File: config.mk
export PLATFORM = sky130hd
export DESIGN_NAME = mem_bus_arbiter_flat
export DESIGN_NICKNAME = d
export VERILOG_FILES = /design/src/rtl/mem_bus_arbiter_if.sv /design/src/rtl/mem_bus_arbiter.sv /design/src/flat_wrapper.sv
export SDC_FILE = /design/constraint.sdc
export NUM_CORES = 1
export LEC_CHECK = 0
export BUFFER_PORTS_ARGS = -buffer_cell sky130_fd_sc_hd__buf_4
export CAP_MARGIN = 10
export CORE_MARGIN = 10
export CORE_UTILIZATION = 35
export DETAILED_ROUTE_END_ITERATION = 8
export GPL_TIMING_DRIVEN = 0
export PLACE_DENSITY_LB_ADDON = 0.12
export SETUP_SLACK_MARGIN = 0.15
export SLEW_MARGIN = 20
export SYNTH_ARGS = -nofsm -noshare
export SYNTH_HDL_FRONTEND = slang
export SYNTH_SLANG_ARGS = --single-unit
File: constraint.sdc
create_clock -name clk -period 1.7 [get_ports clk]
set_input_delay 0.34 -clock clk [delete_from_list [all_inputs] [get_ports clk]]
set_output_delay 0.34 -clock clk [all_outputs]
set_load 0.02 [all_outputs]
File: src/rtl/mem_bus_arbiter_if.sv
// -----------------------------------------------------------------------------
// mem_bus_arbiter_if
// Bundles the request/grant handshake between the cores, the shared memory
// port and the four-way round-robin arbiter.
//   req         : per-core request level (cores 0..3)
//   mem_done    : one-cycle completion from the memory side
//   sel         : 2-bit select for the shared 4:1 address/data mux
//   grant       : one-hot grant, or all zero
//   mem_req     : transaction valid toward memory
//   ack         : one-hot, one-cycle completion pulse to the granted core
//   timeout_err : one-cycle pulse alongside ack when release was forced
// Modports: slave = arbiter side, master = requester/memory side.
// -----------------------------------------------------------------------------
interface mem_bus_arbiter_if;
    logic [3:0] req;
    logic       mem_done;
    logic [1:0] sel;
    logic [3:0] grant;
    logic       mem_req;
    logic [3:0] ack;
    logic       timeout_err;

    modport slave (
        input  req,
        input  mem_done,
        output sel,
        output grant,
        output mem_req,
        output ack,
        output timeout_err
    );

    modport master (
        output req,
        output mem_done,
        input  sel,
        input  grant,
        input  mem_req,
        input  ack,
        input  timeout_err
    );
endinterface

File: src/rtl/mem_bus_arbiter.sv
// -----------------------------------------------------------------------------
// mem_bus_arbiter
// Four-requester round-robin arbiter in front of one shared L2/memory port.
// Grants one core at a time, drives the shared mux select, and holds the grant
// until the memory side completes or the TIMEOUT cycle budget runs out.
// Ports:
//   clk   : single rising-edge clock
//   rst_n : synchronous active-low reset
//   bus   : mem_bus_arbiter_if.slave (req, mem_done in; sel, grant, mem_req,
//           ack, timeout_err out; all outputs are registered)
// Parameters:
//   TIMEOUT   : max cycles in BUSY before forced release (1..65535)
//   CNT_WIDTH : timeout counter width, 2**CNT_WIDTH > TIMEOUT
// -----------------------------------------------------------------------------
module mem_bus_arbiter #(
    parameter int unsigned TIMEOUT   = 255,
    parameter int unsigned CNT_WIDTH = 16
) (
    input  logic               clk,
    input  logic               rst_n,
    mem_bus_arbiter_if.slave   bus
);

    localparam logic [0:0] ST_IDLE = 1'b0;
    localparam logic [0:0] ST_BUSY = 1'b1;

    localparam logic [CNT_WIDTH-1:0] CNT_ZERO = {CNT_WIDTH{1'b0}};
    localparam logic [CNT_WIDTH-1:0] CNT_ONE  = CNT_WIDTH'(1);
    // Counter value on the last permitted BUSY cycle; cnt starts at 0 on the
    // first BUSY cycle, so mem_req stays high for exactly TIMEOUT cycles.
    localparam logic [CNT_WIDTH-1:0] CNT_LAST = CNT_WIDTH'(TIMEOUT - 1);

    logic [0:0]           state_q, state_d;
    logic [1:0]           ptr_q, ptr_d;
    logic [CNT_WIDTH-1:0] cnt_q, cnt_d;
    logic [1:0]           sel_q, sel_d;
    logic [3:0]           grant_q, grant_d;
    logic                 mem_req_q, mem_req_d;
    logic [3:0]           ack_q, ack_d;
    logic                 timeout_err_q, timeout_err_d;

    logic [1:0]           win_s;
    logic [1:0]           idx_s;
    logic                 found_s;

    // Round-robin winner: first set request scanning ptr, ptr+1, ptr+2, ptr+3.
    always_comb begin
        win_s   = ptr_q;
        idx_s   = ptr_q;
        found_s = 1'b0;
        for (int i = 0; i < 4; i++) begin
            idx_s = ptr_q + 2'(i);
            if (!found_s && bus.req[idx_s]) begin
                found_s = 1'b1;
                win_s   = idx_s;
            end else begin
                found_s = found_s;
            end
        end
    end

    // Next-state and output computation for the IDLE/BUSY controller.
    always_comb begin
        state_d       = state_q;
        ptr_d         = ptr_q;
        cnt_d         = cnt_q;
        sel_d         = sel_q;
        grant_d       = grant_q;
        mem_req_d     = mem_req_q;
        ack_d         = 4'b0000;
        timeout_err_d = 1'b0;
        case (state_q)
            ST_IDLE: begin
                if (bus.req != 4'b0000) begin
                    sel_d     = win_s;
                    grant_d   = 4'b0001 << win_s;
                    mem_req_d = 1'b1;
                    cnt_d     = CNT_ZERO;
                    ptr_d     = win_s + 2'd1;
                    state_d   = ST_BUSY;
                end else begin
                    state_d   = ST_IDLE;
                end
            end
            ST_BUSY: begin
                cnt_d = cnt_q + CNT_ONE;
                // mem_done has priority, so a completion on the timeout cycle
                // is reported as a normal completion.
                if (bus.mem_done) begin
                    ack_d     = 4'b0001 << sel_q;
                    grant_d   = 4'b0000;
                    mem_req_d = 1'b0;
                    state_d   = ST_IDLE;
                end else if (cnt_q == CNT_LAST) begin
                    ack_d         = 4'b0001 << sel_q;
                    timeout_err_d = 1'b1;
                    grant_d       = 4'b0000;
                    mem_req_d     = 1'b0;
                    state_d       = ST_IDLE;
                end else begin
                    state_d = ST_BUSY;
                end
            end
            default: begin
                grant_d   = 4'b0000;
                mem_req_d = 1'b0;
                state_d   = ST_IDLE;
            end
        endcase
    end

    // State and output registers with synchronous active-low reset.
    always_ff @(posedge clk) begin
        if (!rst_n) begin
            state_q       <= ST_IDLE;
            ptr_q         <= 2'd0;
            cnt_q         <= CNT_ZERO;
            sel_q         <= 2'd0;
            grant_q       <= 4'b0000;
            mem_req_q     <= 1'b0;
            ack_q         <= 4'b0000;
            timeout_err_q <= 1'b0;
        end else begin
            state_q       <= state_d;
            ptr_q         <= ptr_d;
            cnt_q         <= cnt_d;
            sel_q         <= sel_d;
            grant_q       <= grant_d;
            mem_req_q     <= mem_req_d;
            ack_q         <= ack_d;
            timeout_err_q <= timeout_err_d;
        end
    end

    assign bus.sel         = sel_q;
    assign bus.grant       = grant_q;
    assign bus.mem_req     = mem_req_q;
    assign bus.ack         = ack_q;
    assign bus.timeout_err = timeout_err_q;

endmodule

File: src/flat_wrapper.sv
// flat-port wrapper written by rule: the top's interface ports become plain ports
module mem_bus_arbiter_flat 
#(
    parameter int unsigned TIMEOUT   = 255,
    parameter int unsigned CNT_WIDTH = 16
)
  (clk, rst_n, bus_req, bus_mem_done, bus_sel, bus_grant, bus_mem_req, bus_ack, bus_timeout_err);
  mem_bus_arbiter_if bus_i ();
  input  logic clk;
  input  logic rst_n;
  input wire logic [$bits(bus_i.req)-1:0] bus_req;
  input wire logic [$bits(bus_i.mem_done)-1:0] bus_mem_done;
  output wire logic [$bits(bus_i.sel)-1:0] bus_sel;
  output wire logic [$bits(bus_i.grant)-1:0] bus_grant;
  output wire logic [$bits(bus_i.mem_req)-1:0] bus_mem_req;
  output wire logic [$bits(bus_i.ack)-1:0] bus_ack;
  output wire logic [$bits(bus_i.timeout_err)-1:0] bus_timeout_err;
  assign bus_i.req = bus_req;
  assign bus_i.mem_done = bus_mem_done;
  assign bus_sel = bus_i.sel;
  assign bus_grant = bus_i.grant;
  assign bus_mem_req = bus_i.mem_req;
  assign bus_ack = bus_i.ack;
  assign bus_timeout_err = bus_i.timeout_err;
  mem_bus_arbiter #(.TIMEOUT(TIMEOUT), .CNT_WIDTH(CNT_WIDTH)) u_core (.clk(clk), .rst_n(rst_n), .bus(bus_i));
endmodule
---- Word level (Yosys, flattened, before mapping) ----
Index checks and enable logic that the tools add are counted.
word-level totals
  input port bits ......................... 7
  output and inout port bits .............. 12
  register bits ........................... 31
  word-level logic and storage cells ...... 66
operators by class
  mux-type cells .......................... 31
  $lt $le $gt $ge ......................... 4
  add/subtract/negate cells ............... 5
  bitwise logic cells ..................... 2
  reductions and logical operators ........ 11
  equal/unequal tests ..................... 3
  shift operators ......................... 2
operators with widths
  cell                     count
  $pmux W16 S2             1
  $mux W4                  5
  $add A16 B1 Y16 const B  1
  $eq A16 B8 Y1 const B    1
  $mux W16                 1
  $mux W1                  14
  $lt A2 B3 Y1 const B     4
  $bmux W1 S2              4
  $pmux W4 S2              1
  $shl A1 B2 Y4 const A    2
  $mux W2                  3
  $reduce_and A2 Y1        3
  $add A2 B1 Y2 const B    2
  $add A2 B2 Y2 const B    2
  $pmux W1 S2              2
  $reduce_bool A4 Y1       1
  $logic_and A1 B1 Y1      3
  $logic_not A1 Y1         3
  $ne A3 B3 Y1 const B     1
  $reduce_or A3 Y1         1
  $ne A2 B1 Y1 const B     1
  $not A1 Y1               2

---- Longest topological paths before layout ----
Gate-level depths: netlist (run 1).
  depth after elaboration ................. 15
  mapped depth ............................ 7
  gate-level depth less buffers ........... 7

---- Worst setup path after synthesis (run 1) ----
No wires, ideal clock.
  path type ............................... register to register
  start ................................... reg u_core.cnt_q[0]
  end ..................................... reg u_core.ack_q[3], in the netlist u_core.bus.ack[3]
  cell stages (with the launch flop) ...... 7
  clock period less this slack ............ 1.370 ns
  data required time ...................... 1.585 ns
  arrival time ............................ 1.255 ns
  setup slack ............................. 0.330 ns
  path buffers ............................ 0
  setup time .............................. 0.115 ns
  cells stage by stage .................... dfxtp_1 > inv_1 > ha_1 > nor4b_2 > a41oi_1 > nor2_1 > and3_1
between the ends
  cells in the longest elaborated chain, start to end .. 3
RTL lines
  what                    line                    source
  start, declared         mem_bus_arbiter.sv:35   logic [CNT_WIDTH-1:0] cnt_q, cnt_d;
  start signal, assigned  mem_bus_arbiter.sv:126  cnt_q <= cnt_d;
  $eq A16 B8 Y1           mem_bus_arbiter.sv:94   end else if (cnt_q == CNT_LAST) begin
  $mux W4                 mem_bus_arbiter.sv:94
  $mux W4                 mem_bus_arbiter.sv:89   if (bus.mem_done) begin
  end signal, assigned    mem_bus_arbiter.sv:130  ack_q <= ack_d;
  end, declared           mem_bus_arbiter.sv:39   logic [3:0] ack_q, ack_d;
No other way between the ends.
A chain may end at the register's enable or synchronous reset.

---- Worst setup path after layout (run 1) ----
  start ................................... reg u_core.cnt_q[0]
  end ..................................... reg u_core.grant_q[0], in the netlist u_core.bus.grant[0]
between the ends
  cells in the longest elaborated chain, start to end .. 3
RTL lines
  what                                line                    source
  $eq A16 B8 Y1                       mem_bus_arbiter.sv:94
  $ne A3 B3 Y1 (no source line)       --
  $reduce_and A2 Y1 (no source line)  --
  end signal, assigned                mem_bus_arbiter.sv:128  grant_q <= grant_d;
  end, declared                       mem_bus_arbiter.sv:37   logic [3:0] grant_q, grant_d;
No other way between the ends.

==> results of run 1 <==
[cell usage after synthesis (2+ instances only)]
| master | count | area (sq um) |
|---|---|---|
| nand4_1 | 3 | 18.77 |
| and2_1 | 7 | 43.79 |
| dfxtp_1 | 31 | 620.6 |
| nand2_1 | 24 | 90.09 |
| nor3_1 | 3 | 15.01 |
| nand2b_1 | 3 | 18.77 |
| inv_1 | 7 | 26.28 |
| clkbuf_1 | 4 | 15.01 |
| a21boi_0 | 2 | 15.01 |
| nor2b_1 | 5 | 31.28 |
| a311oi_1 | 2 | 17.52 |
| xor2_1 | 3 | 26.28 |
| mux2i_1 | 8 | 80.08 |
| nor2_1 | 10 | 37.54 |
| a21oi_1 | 9 | 45.04 |
| a22o_1 | 3 | 26.28 |
| nor3b_1 | 2 | 15.01 |
| ha_1 | 2 | 25.02 |
| o21ai_0 | 6 | 30.03 |
| nand3_1 | 9 | 45.04 |
| and4_1 | 2 | 17.52 |
[power by group through the flow]
stage	clock [uW]	combinational, uW	sequential (uW)
6_report	629	228	786
5_1_grt	671	252	790
4_1_cts	651	223	787
3_5_place_dp	0	220	802
3_3_place_gp	0	216	801
2_1_floorplan	0	122	820
[through the flow]
stage	cell area (sq um)	hold slack, ns
after floorplan	1496	0.4193
after global placement	1687	0.4413
after detailed placement	1687	0.4575
after CTS	1823	0.2477
after global routing	1874	0.2581
final	1874	0.2617
[timing repair]
item | CTS | global route
hold endpoints to repair | 0 | 0
endpoints found under the setup margin | 8 | 12
buffers inserted | 2 | 1
pin swaps | 2 | 5
resized for setup | 5 | 16
gates cloned | 0 | 0
[routing by layer]
layer	track usage (%)	vias to the layer above	routed length [microns]
met5	0	-	0
met4	4.042	0	60
met3	3.346	6	133
met2	16.21	18	1739
met1	11.09	592	1533
li1	-	646	-
[worst paths after layout]
check / start / to / cells past startpoint
worst min-delay path: bus_mem_done / u_core.bus.timeout_err$_SDFF_PP0_ / 2
worst max-delay path: u_core.cnt_q[0]$_SDFFE_PN0P_ / u_core.bus.grant[0]$_SDFFE_PN0P_ / 6
worst min register to register: u_core.bus.grant[1]$_SDFFE_PN0P_ / u_core.bus.grant[1]$_SDFFE_PN0P_ / 2
worst max register to register: u_core.cnt_q[0]$_SDFFE_PN0P_ / u_core.bus.grant[0]$_SDFFE_PN0P_ / 6
[final cells by class]
| class | instances | area share (%) |
|---|---|---|
| plain buffers | 6 | 1.535 |
| clock buffers | 8 | 5.340 |
| inverters | 7 | 1.535 |
| multi-input cells | 125 | 46.60 |
| flip-flops and latches | 31 | 33.64 |
| well taps | 50 | 3.338 |
| repair buffers | 20 | 8.011 |
[cells by family after synthesis]
logic type      after synthesis  share of synthesized area [%]
simple gates                 81                          31.61
flops                        31                          41.47
compound gates               30                          13.96
buf+inv                      13                          3.595
mux                           8                          5.351
xor+xnor                      4                          2.342
fa+ha+maj                     2                          1.672
[sequential cells by signal, summed over array words and instances (netlist names)]
name	flops
u_core.bus.ack	4
u_core.bus.sel	2
u_core.bus.timeout_err	1
u_core.bus.grant	4
u_core.ptr_q	2
u_core.bus.mem_req	1
u_core.state_q	1
u_core.cnt_q	16
==> flow_summary.json, run 1 <==
{
  "num_vias": 1262,
  "gp_congestion": 0.7677,
  "p_sw_share_pct": 25.76,
  "slowest_delay_ns": 0.36,
  "critPathArrivalTime_ns": 1.69,
  "synthesis.instances": 169,
  "route.detailed.drc": 0,
  "slew_headroom_pct": 71.08,
  "layout.nets": 205,
  "ys_ff_latch": 31,
  "synth.cell_area_sq_mm": 0.001496,
  "r2r_slack_ns": 0.18,
  "status": "complete, no violations",
  "cts_tree": "built",
  "worst-setup-path-type": "reg -> reg",
  "p_int_uw": 1219,
  "drtIter0Drc": 81,
  "ys_seq_area_share_pct": 41.47,
  "area_growth_pct": 25.25,
  "start_util_pct": 36.88,
  "wire_per_inst_microns": 14.04,
  "critPathTopFamily": "compound AO/OA/AOI/OAI gates",
  "drt-pass1-iter-count": 4,
  "synth_ff_type": "dfxtp_1",
  "hold_viol": 0,
  "io_pins": 19,
  "drive_above_1_share_pct": 25.89,
  "seqCellArea_sq_um": 630.6,
  "antenna_found_initial": 0,
  "fin_tns_setup_ns": 0,
  "clockBufferDepth": 2,
  "p_sw_uw": 423.2,
  "peakVddDrop_mv": 0.4655,
  "track_usage_pct": 9.758,
  "hold_path.class": "in -> reg",
  "antenna_cells": 0,
  "grt_pass1_wl_microns": 5802,
  "pwr-share-comb_pct": 13.9,
  "portBuffers": 17,
  "drv_cap": 0,
  "setup_viol": 0,
  "pwr-share-seq_pct": 47.8,
  "most-common-layout-cells": "27 x dfxtp_1, 24 x nand2_1, 21 x buf_4",
  "rows": 23,
  "multi_input_area_sq_um": 873.3,
  "cts_sinks": 31,
  "fin_crit_sh_pct": 89.31,
  "synth_cell_type_count": 45,
  "worst_pin_slew_ns": 0.4309,
  "post-route-min-period_ns": 1.518,
  "finalPower_uw": 1643,
  "final_common_cell": "dfxtp_1",
  "wirelength_microns": 3467,
  "fin_worst_skew_ns": 0.003164,
  "worstSkewPairLatency_ns": 0.28,
  "dieArea_sq_mm": 0.007291,
  "grt_pass1_vias": 1222,
  "worst-path-buf-inv": 1,
  "leakage_uw": 0.0007654,
  "p_clk_share_pct": 38.3,
  "fmax_ghz": 0.6587,
  "synth-async-reset-ratio_pct": 0,
  "cts_buffers": 5,
  "grt-ovfl-total": 0,
  "clockRootBuffer": "clkbuf_8",
  "critPathMostFrequentCell": "a22o_1",
  "post-dp-hpwl_microns": 2554,
  "dieHeight_microns": 85.39,
  "start_kind": "register",
  "cp.required_ns": 1.88,
  "crit_chain": "inv_4 -> ha_4 -> nor4b_4 -> nand4_1 -> a22o_1 -> a22o_1",
  "h-tree-depth": 2,
  "avgSynthCellArea_sq_um": 8.855,
  "power-per-cell-area_mw_per_mm2": 876.4,
  "clk_pin_slew_ns": 0.06,
  "fp.coreArea_sq_mm": 0.004058,
  "fill_cells": 402,
  "rsz0062_at_grt": "yes",
  "slew_viol_final": 0,
  "grt_max_degree": 11,
  "dp.cells": 236,
  "cp_max_fo": 4,
  "pre_cts_ws_ns": 0.0005428,
  "crit_slowest_cell": "dfxtp_4",
  "antenna_left": 0,
  "cts_hold_buf": 0,
  "end_kind": "register",
  "ys_warn_count": 0,
  "fin_ws_ns": 0.1818,
  "die_w_microns": 85.39,
  "utilization_pct": 46.19,
  "synth_fp_nets": 178,
  "synth_edf_count": 0,
  "via_per_inst": 5.109,
  "final_cells": 247
}
No activity file was read; power rests on OpenSTA's default activity.
==> run 2: changes to the inputs <==
Settings changed: CORE_MARGIN 10 to not set.
Clock period 1.7 ns to 1.6 ns, I/O delays scaled along.
==> flow_summary.json, run 2 (synthesized netlist as in run 1, its figures left out) <==
{
  "status": "complete, no violations",
  "cts_sinks": 31,
  "start_util_pct": 36.88,
  "slew_viol_final": 0,
  "worst_pin_slew_ns": 0.4165,
  "drive_above_1_share_pct": 30.69,
  "wire_per_inst_microns": 13.60,
  "end_kind": "register",
  "fin_crit_sh_pct": 93.19,
  "antenna_found_initial": 0,
  "antenna_cells": 0,
  "rsz0062_at_grt": "yes",
  "hold_viol": 0,
  "cp.required_ns": 1.77,
  "most-common-layout-cells": "26 x buf_4, 25 x dfxtp_1, 23 x nand2_1",
  "p_int_uw": 1241,
  "via_per_inst": 5.119,
  "start_kind": "register",
  "track_usage_pct": 17.45,
  "post-route-min-period_ns": 1.491,
  "slew_headroom_pct": 72.04,
  "antenna_left": 0,
  "reg2reg_to": "u_core.bus.grant[0]$_SDFFE_PN0P_",
  "wirelength_microns": 3428,
  "drt-pass1-iter-count": 4,
  "regMostFlops": "u_core.cnt_q",
  "hold_path.class": "in -> reg",
  "utilization_pct": 48.35,
  "pwr-share-seq_pct": 48.8,
  "peakVddDrop_mv": 0.5182,
  "io_pins": 19,
  "dieHeight_microns": 67.39,
  "setup_viol": 0,
  "clockRootBuffer": "clkbuf_8",
  "drtIter0Drc": 41,
  "area_growth_pct": 31.10,
  "worst-setup-path-type": "reg -> reg",
  "fin_worst_skew_ns": 0.006216,
  "p_clk_share_pct": 36.4,
  "grt_pass1_vias": 1197,
  "holdPathEnd": "u_core.bus.timeout_err$_SDFF_PP0_",
  "critPathArrivalTime_ns": 1.66,
  "post-dp-hpwl_microns": 2391,
  "cts_hold_buf": 0,
  "leakage_uw": 0.0008014,
  "clockBufferDepth": 2,
  "worstSkewPairLatency_ns": 0.28,
  "power-per-cell-area_mw_per_mm2": 867.6,
  "grt_pass1_wl_microns": 5713,
  "fin_tns_setup_ns": 0,
  "p_sw_share_pct": 27.12,
  "holdWs_ns": 0.2303,
  "route.detailed.drc": 0,
  "layout.nets": 211,
  "r2r-start": "u_core.cnt_q[0]$_SDFFE_PN0P_",
  "grt-ovfl-total": 0,
  "drv_cap": 0,
  "clk_pin_slew_ns": 0.06,
  "cts_buffers": 5,
  "whs_path_depth": 2,
  "cp_max_fo": 4,
  "largest_reg_flops": 16,
  "rows": 23,
  "p_sw_uw": 461.7,
  "num_vias": 1290,
  "grt_max_degree": 11,
  "final_common_cell": "buf_4",
  "h-tree-depth": 2,
  "cts_tree": "built",
  "finalPower_uw": 1702,
  "reg2regPathDepth": 6,
  "r2r_slack_ns": 0.11,
  "portBuffers": 17,
  "pwr-share-comb_pct": 14.8,
  "hp-start": "bus_mem_done",
  "die_w_microns": 67.39,
  "fmax_ghz": 0.6707,
  "fp.coreArea_sq_mm": 0.004058,
  "dieArea_sq_mm": 0.004541,
  "gp_congestion": 0.7510
}
[run 2: power by group through the flow]
stage          sequential [uW]  clock (uW)  combinational, uW
2_1_floorplan              871           0                130
3_3_place_gp               851           0                227
3_5_place_dp               854           0                232
4_1_cts                    833         640                240
5_1_grt                    836         675                277
6_report                   830         620                252
[run 2: area by class of cell]
class	instances	area, sq um
Sequential cell	31	638.1
Inverter	7	28.78
Tap cell	50	62.56
Clock inverter	1	5.005
Fill cell	380	2096
Clock buffer	6	82.58
Timing Repair Buffer	26	207.7
Buffer	6	31.28
Multi-Input combinational cell	125	905.9
[run 2: worst max path at each step]
stage                                       startpoint                          endpoint  slack (ns)
after floorplan           u_core.cnt_q[0]$_SDFFE_PN0P_      u_core.bus.ack[3]$_SDFF_PN0_        0.23
after global placement                      bus_req[0]     u_core.cnt_q[12]$_SDFFE_PN0P_       -0.04
after detailed placement                    bus_req[0]     u_core.cnt_q[13]$_SDFFE_PN0P_       -0.06
after CTS                 u_core.cnt_q[1]$_SDFFE_PN0P_  u_core.bus.grant[0]$_SDFFE_PN0P_        0.12
after global routing      u_core.cnt_q[0]$_SDFFE_PN0P_  u_core.bus.grant[0]$_SDFFE_PN0P_        0.02
final                     u_core.cnt_q[0]$_SDFFE_PN0P_  u_core.bus.grant[0]$_SDFFE_PN0P_        0.11
[run 2: layer usage]
layer	part of all wire (%)	global-route usage, %
met1	47	21.50
met2	48	27.88
met3	2.9	5.068
met4	1.7	7.979
met5	0	0
[run 2: worst max-delay path, cell delays in order (launching register included)]
cell and delay [ns]:
dfxtp_4 0.35, inv_4 0.05, ha_4 0.12, nor4b_4 0.22, nand4_1 0.18, a22o_4 0.28, a22o_1 0.18
[run 2: timing repair]
| item | in CTS | in global routing |
|---|---|---|
| setup buffers | 3 | 6 |
| resized for setup | 13 | 17 |
| setup endpoints to repair | 13 | 19 |
| pin swaps | 4 | 6 |
[run 2: per-stage QoR]
step	area (sq um)	instances	worst slack [ns]
floorplan	1496	169	0.2299
global placement	1687	236	-0.03615
detailed placement	1687	236	-0.05706
CTS	1837	246	0.1231
global route	1962	252	0.02119
finish	1962	252	0.1090
